**config.mk**
```make
export PLATFORM = sky130hd
export DESIGN_NAME = dhcp_client_hls_deadlock_detector
export DESIGN_NICKNAME = d
export VERILOG_FILES = /design/src/rtl/dhcp_client_hls_deadlock_detector.sv
export SDC_FILE = /design/constraint.sdc
export NUM_CORES = 1
export LEC_CHECK = 0
export ABC_AREA = 0
export CORE_MARGIN = 4
export CORE_UTILIZATION = 46
export DETAILED_ROUTE_END_ITERATION = 16
export PLACE_DENSITY = 0.74
export SYNTH_ARGS = -nofsm -noshare
export SYNTH_HDL_FRONTEND = slang
export SYNTH_SLANG_ARGS = --single-unit
export TNS_END_PERCENT = 1
```
**constraint.sdc**
```tcl
create_clock -name clock -period 2.2 [get_ports clock]
set_input_delay 0.22 -clock clock [delete_from_list [all_inputs] [get_ports clock]]
set_output_delay 0.22 -clock clock [all_outputs]
set_load 0.02 [all_outputs]
```
**src/rtl/dhcp_client_hls_deadlock_detector.sv**
```systemverilog
// Watches per-process block/idle flags and declares deadlock after THRESH consecutive stuck cycles.
// It then reports each active blocked process once. Entries are held stable under rpt_ready backpressure.
module dhcp_client_hls_deadlock_detector #(
  parameter int NUM_PROC = 4,
  parameter int THRESH   = 16,
  parameter int CNT_W    = 16,
  localparam int IDX_W   = (NUM_PROC > 1) ? $clog2(NUM_PROC) : 1
) (
  input  logic                clock,
  input  logic                reset,
  input  logic [NUM_PROC-1:0] proc_block,
  input  logic [NUM_PROC-1:0] proc_idle,
  input  logic                clear,
  output logic                deadlock,
  output logic [NUM_PROC-1:0] block_snapshot,
  output logic                rpt_valid,
  input  logic                rpt_ready,
  output logic [IDX_W-1:0]    rpt_idx,
  output logic [CNT_W-1:0]    stall_cnt
);

  typedef enum logic [1:0] {
    MONITOR = 2'd0,
    ARMED   = 2'd1,
    REPORT  = 2'd2,
    HOLD    = 2'd3
  } state_t;

  state_t              state;
  logic [CNT_W-1:0]    cnt;
  logic [CNT_W-1:0]    cnt_inc;
  logic [NUM_PROC-1:0] mask;
  logic [NUM_PROC-1:0] low_bit;
  logic [NUM_PROC-1:0] mask_rest;
  logic                stuck;

  // Every process is either blocked or idle, but not all of them idle.
  assign stuck     = (&(proc_block | proc_idle)) && !(&proc_idle);
  assign cnt_inc   = cnt + 1'b1;
  assign low_bit   = mask & (~mask + 1'b1);
  assign mask_rest = mask & ~low_bit;
  assign stall_cnt = cnt;

  always_comb begin
    rpt_idx = '0;
    for (int i = NUM_PROC - 1; i >= 0; i--) begin
      if (mask[i]) rpt_idx = IDX_W'(i);
    end
  end

  always_ff @(posedge clock) begin
    if (reset) begin
      state          <= MONITOR;
      cnt            <= '0;
      mask           <= '0;
      deadlock       <= 1'b0;
      block_snapshot <= '0;
      rpt_valid      <= 1'b0;
    end else if (clear) begin
      state          <= MONITOR;
      cnt            <= '0;
      mask           <= '0;
      deadlock       <= 1'b0;
      block_snapshot <= '0;
      rpt_valid      <= 1'b0;
    end else begin
      case (state)
        MONITOR: begin
          if (stuck) begin
            state <= ARMED;
            cnt   <= CNT_W'(1);
          end else begin
            cnt <= '0;
          end
        end
        ARMED: begin
          if (!stuck) begin
            state <= MONITOR;
            cnt   <= '0;
          end else if (cnt_inc == CNT_W'(THRESH)) begin
            state          <= REPORT;
            cnt            <= CNT_W'(THRESH);
            deadlock       <= 1'b1;
            block_snapshot <= proc_block;
            mask           <= proc_block & ~proc_idle;
            rpt_valid      <= 1'b1;
          end else begin
            cnt <= cnt_inc;
          end
        end
        REPORT: begin
          // Counter and process inputs are frozen until clear.
          if (rpt_ready) begin
            mask <= mask_rest;
            if (mask_rest == '0) begin
              state     <= HOLD;
              rpt_valid <= 1'b0;
            end
          end
        end
        default: begin
          state <= HOLD;
        end
      endcase
    end
  end

endmodule

```
Yosys cells after proc, flatten, opt, wreduce, memory -nomap -nowiden. Index checks and enable logic that the tools add are counted.

Bits in registers: 28. Bits in latches: 0. RAM bits: 0. ROM bits: 0. Bits of input ports: 12. Output and inout bits: 24. Memories kept: 0.

$add $sub $neg: 2. Multipliers: 0. Divide/modulo/power cells: 0. Order comparisons: 0. Equality and inequality tests: 9. Shift-type cells: 0. Muxes and demuxes: 23. Bitwise operators: 7. Reductions and logical operators: 13.

Operators by type and width (count): 16-bit 2-to-1 mux (2); 16-bit case mux with 2 select lines (1); 2-bit 2-to-1 mux (9); 16-bit by 1-bit adder with 16-bit output, second input constant (1); 16-bit by 5-bit == test with 1-bit output, second input constant (1); 4-bit AND reduction (4); 4-bit AND (3); 4-bit 2-to-1 mux (3); 4-bit NOT (3); 2-bit != test, second input constant (5); 4-bit case mux with 2 select lines (1); 2-bit case mux with 3 select lines (1); 1-bit 2-to-1 mux (5); 5-bit AND reduction (1); 4-bit by 1-bit adder with 4-bit output, second input constant (1); 4-bit zero test (1); 4-bit OR (1); 2-bit nonzero test (2); 3-bit != test, second input constant (1); 3-bit AND reduction (1); 2-bit by 1-bit == test with 1-bit output, second input constant (1); 2-bit == test, second input constant (1); 2-bit zero test (1); 1-bit case mux with 2 select lines (1); other kinds (3) (3).

Depth between registers and ports, before layout.
Word-level depth: 9. Depth in mapped cells: 8. Depth with buffers taken out: 7.

Least setup slack after synthesis. Ideal clock, no wire load.

Path kind: register -> register. Start point: register cnt[0], in the netlist stall_cnt[0]. End point: register mask[2]. Library setup time: 123 ps. Arrival time: 2469 ps. Data required time: 2077 ps. Slack: -393 ps. Cell stages (with the launch flop): 7. Buffers on the path: 0. Period minus slack after synthesis: 2593 ps. Cells stage by stage: dfxtp_1 nand4_2 or3_4 or3_1 a2111o_1 o21a_2 mux2_1.

Longest elaborated chain between the ends: 4.

RTL lines: from (decl) (line 30) `logic [CNT_W-1:0] cnt;`; from (signal assigned) (line 82) `cnt <= CNT_W'(THRESH);`; from (signal assigned) (line 88) `cnt <= cnt_inc;`; 16-bit by 1-bit adder with 16-bit output (line 39) `assign cnt_inc = cnt + 1'b1;`; 16-bit by 5-bit == test with 1-bit output (line 80) `end else if (cnt_inc == CNT_W'(THRESH)) begin`; 2-bit != test (no source line); 4-bit AND reduction (no source line); to (signal assigned) (line 85) `mask <= proc_block & ~proc_idle;`; to (signal assigned) (line 94) `mask <= mask_rest;`; to (decl) (line 32) `logic [NUM_PROC-1:0] mask;`.

Every way passes these cells. A chain may end at the register's enable or synchronous reset.

Worst setup path in the final report.
Start point: register cnt[3], in the netlist stall_cnt[3]. End point: register mask[2].

Same word-level chain as after synthesis.

==> out/results.ini <==
[status]
outcome=finished with violations
failed_checks=setup timing

[cells_and_area]
layout-area-overhead-vs-synth_pct=46.75
layoutNonFillerInstCount=335
final_layout_size_suffix_gt1_share_pct=25.61
layout_nets=303
antenna_cells=0
highest_count_cells_in_the_layout_ignoring_fill_and_taps=sky130_fd_sc_hd__buf_4 (39), sky130_fd_sc_hd__clkdlybuf4s50_1 (35), sky130_fd_sc_hd__nand2_1 (21)
layout_commonest_cell=sky130_fd_sc_hd__buf_4

[pwr]
power_per_cell_area_mw_per_mm2=349.4
total_power_of_the_final_layout_mw=0.8687
power.clock.fraction_pct=33.7
sequential_share_of_power_pct=58.0
cellLeakagePower_nw=0.9392
ir_worst_vdd_mv=0.3908
cell_internal_pwr_mw=0.6691
power_frac_comb_pct=8.4
power.switching_fraction_pct=22.98
switchingPower_mw=0.1997

[place]
dpl.hpwl_um=3437
place.gp.congestion=0.8626
worst_setup_timing_slack_at_the_placement_stage_ps=-131.9
placement.io_buffers=35
dp_cells=327

[worst_setup_path]
path_class=reg -> reg
r2r_slack_ps=-90
worst_setup_path_start_kind=flop
cp-end-kind=flop
critical_path.max_stage_delay_ps=450
arrival_ps=2470
crit_slowest_cell=sky130_fd_sc_hd__a2111o_1
cp_common_cell=sky130_fd_sc_hd__or3_4
worst_ep_required_time_ps=2380
worstPathCellList=nand4_4, or3_4, or3_4, a2111o_1, o21a_2, mux2_4
reg2regPathDepth=6
critical_path_fanouts_max=5

[detailed_routing]
met2_length_um=2259
route.antenna.remaining_nets=0
drt_pre_antenna_iters=4
route.detailed.vias_per_inst=5.621
drt_iter0_markers=183
drc=0
routedLengthMet1_um=2261
finalWirelength_um=4776
met3WireLength_um=186
via_count=1883
routed.top_layer=met4
avgRoutedWirePerCell_um=14.26

[hold_path]
min_delay_path_depth=1
hold_path.class=reg -> reg

[global_route]
grt_usage_pct=20.89
number_of_global_route_vias_before_repair=1726
overflow=0
grt_max_degree=26
grt_antenna_before_repair=0
grt_pass1_wl_um=7548

[die]
start_util_pct=49.22
core_area_mm2=0.003442
die_area_mm2=0.004718
row_cnt=21
io_pins=36
dieHeight_um=68.69
die_x_um=68.69

[timing]
final-max-slew-violation-count=0
timing.max_slew.rel_slack_pct=61.88
fin_worst_skew_ps=3.707
final_critical_path_setup_slack_ps=-94.49
timing.final.setup_violations=10
finalCritPeriodShare_pct=104.3
achievable-frequency_mhz=435.8
finalWorstPathRequiredPeriod_ps=2294
hold_viol_final=0
rsz0062_at_grt=yes
slew_worst_pin_ps=569.7

[yosys]
count_of_cell_types_in_the_netlist=48
syn-cell-area_mm2=0.001694
avgSynthCellArea_um2=7.563
ys_async_sr_fraction_pct=0
synth_seq_area_share_pct=33.09
synth-seq-cells=28
synth_enable_flop_cells=0
synth.yosys.warnings=0
synth_flop_cell=sky130_fd_sc_hd__dfxtp_1
synth_cells=224
mappedNetlistNets=237

[clock_tree]
cts_inserted_buffers=3
cts_tree=built
clock-root-buffer=sky130_fd_sc_hd__clkbuf_8
tritoncts_num_sinks=28
clk_pin_slew_worst_paths_ps=90
worst_skew_pair.late_latency_ps=280
post_cts_hold_fix_bufs=0
cts_buffer_depth=2
cts.htree.levels=1

[run]
timing.max_cap.violations=0

[stage by stage]
step / hold WS, ps / setup TNS [ps] / cell area (um^2) / utilization, %
after floorplan: 403.6 / -750.6 / 1734 / -
after global placement: 455.7 / -693.6 / 2336 / 67.87
after detailed placement: 462.8 / -995.2 / 2336 / 67.87
after CTS: 488.1 / -1045 / 2406 / 69.90
after global routing: 514.7 / -1145 / 2486 / 72.23
final: 481.3 / -437.0 / 2486 / 72.23
[critical path, delay by kind of cell, from the launching register on]
family | cells | cell delay [ps]
AND/OR/NAND/NOR | 3 | 790
AO/OA/AOI/OAI | 2 | 710
flip-flops | 1 | 400
multiplexers | 1 | 290
[timing repair]
| item | CTS | global route |
|---|---|---|
| endpoints found under the setup margin | 14 | 14 |
| buffers inserted | 0 | 3 |
| pin swaps | 3 | 9 |
| cloned | 1 | 0 |
| endpoints found under the hold margin | 0 | 0 |
| resized for setup | 3 | 11 |
[logic make-up after synthesis]
family / synth area share (%)
AND/OR/NAND/NOR: 32.13
AO/OA/AOI/OAI: 20.09
flip-flops: 33.09
buffers and inverters: 7.237
XOR/XNOR: 3.619
multiplexers: 3.102
adder cells (fa/ha/maj): 0.7384
[metal layers]
layer / vias up / GRT usage, %
met5: - / 0
met4: 0 / 5.707
met3: 8 / 3.890
met2: 51 / 33.37
met1: 871 / 28.57
li1: 953 / -
[synth_stat cells, types with 2 or more instances]
cell type | number | share of area (%)
sky130_fd_sc_hd__dfxtp_1 | 28 | 33
sky130_fd_sc_hd__nand2_1 | 21 | 4.7
sky130_fd_sc_hd__nor2_1 | 19 | 4.2
sky130_fd_sc_hd__o21ai_0 | 16 | 4.7
sky130_fd_sc_hd__a21oi_1 | 15 | 4.4
sky130_fd_sc_hd__nand3_1 | 15 | 4.4
sky130_fd_sc_hd__nor3_1 | 13 | 3.8
sky130_fd_sc_hd__or3_1 | 10 | 3.7
sky130_fd_sc_hd__clkbuf_1 | 9 | 2.0
sky130_fd_sc_hd__inv_1 | 9 | 2.0
sky130_fd_sc_hd__and3_1 | 5 | 1.8
sky130_fd_sc_hd__xnor2_1 | 5 | 2.6
sky130_fd_sc_hd__buf_6 | 4 | 2.7
sky130_fd_sc_hd__nand4_1 | 4 | 1.5
sky130_fd_sc_hd__or2_2 | 4 | 1.5
sky130_fd_sc_hd__mux2i_1 | 3 | 1.8
sky130_fd_sc_hd__nor4_1 | 3 | 1.1
sky130_fd_sc_hd__o211ai_1 | 3 | 1.3
sky130_fd_sc_hd__o21a_1 | 3 | 1.3
sky130_fd_sc_hd__a211oi_1 | 2 | 0.89
sky130_fd_sc_hd__a22oi_1 | 2 | 0.89
sky130_fd_sc_hd__a311oi_1 | 2 | 1.0
sky130_fd_sc_hd__clkbuf_2 | 2 | 0.59
sky130_fd_sc_hd__o31ai_1 | 2 | 0.89
sky130_fd_sc_hd__xor2_1 | 2 | 1.0
[sequential cells by signal (all words and copies together), names as in the netlist]
register and flops:
mask 4, stall_cnt 16, deadlock 1, rpt_valid 1, state 2, block_snapshot 4
[layout make-up]
type / instances / area, um^2
Inverter: 9 / 33.78
Clock buffer: 4 / 45.04
Tap cell: 46 / 57.56
Fill cell: 279 / 955.9
Timing Repair Buffer: 75 / 654.4
Multi-Input combinational cell: 173 / 1111
Sequential cell: 28 / 584.3
[power groups by stage]
stage                     registers, mW  clock network (mW)  logic, mW
after global placement            0.516                   0     0.0702
after CTS                         0.504               0.296     0.0708
after global routing              0.504               0.311     0.0781
after detailed placement          0.516                   0     0.0704
after floorplan                   0.517                   0     0.0315
final                             0.504               0.292     0.0727
[worst paths after layout]
| path | start | end |
|---|---|---|
| worst min-delay path | deadlock | deadlock |
| worst max-delay path | stall_cnt[3] | mask[2] |
| worst max register to register | stall_cnt[3] | mask[2] |
| worst min register to register | deadlock | deadlock |
Note: power is estimated with default switching activity, not from simulation.
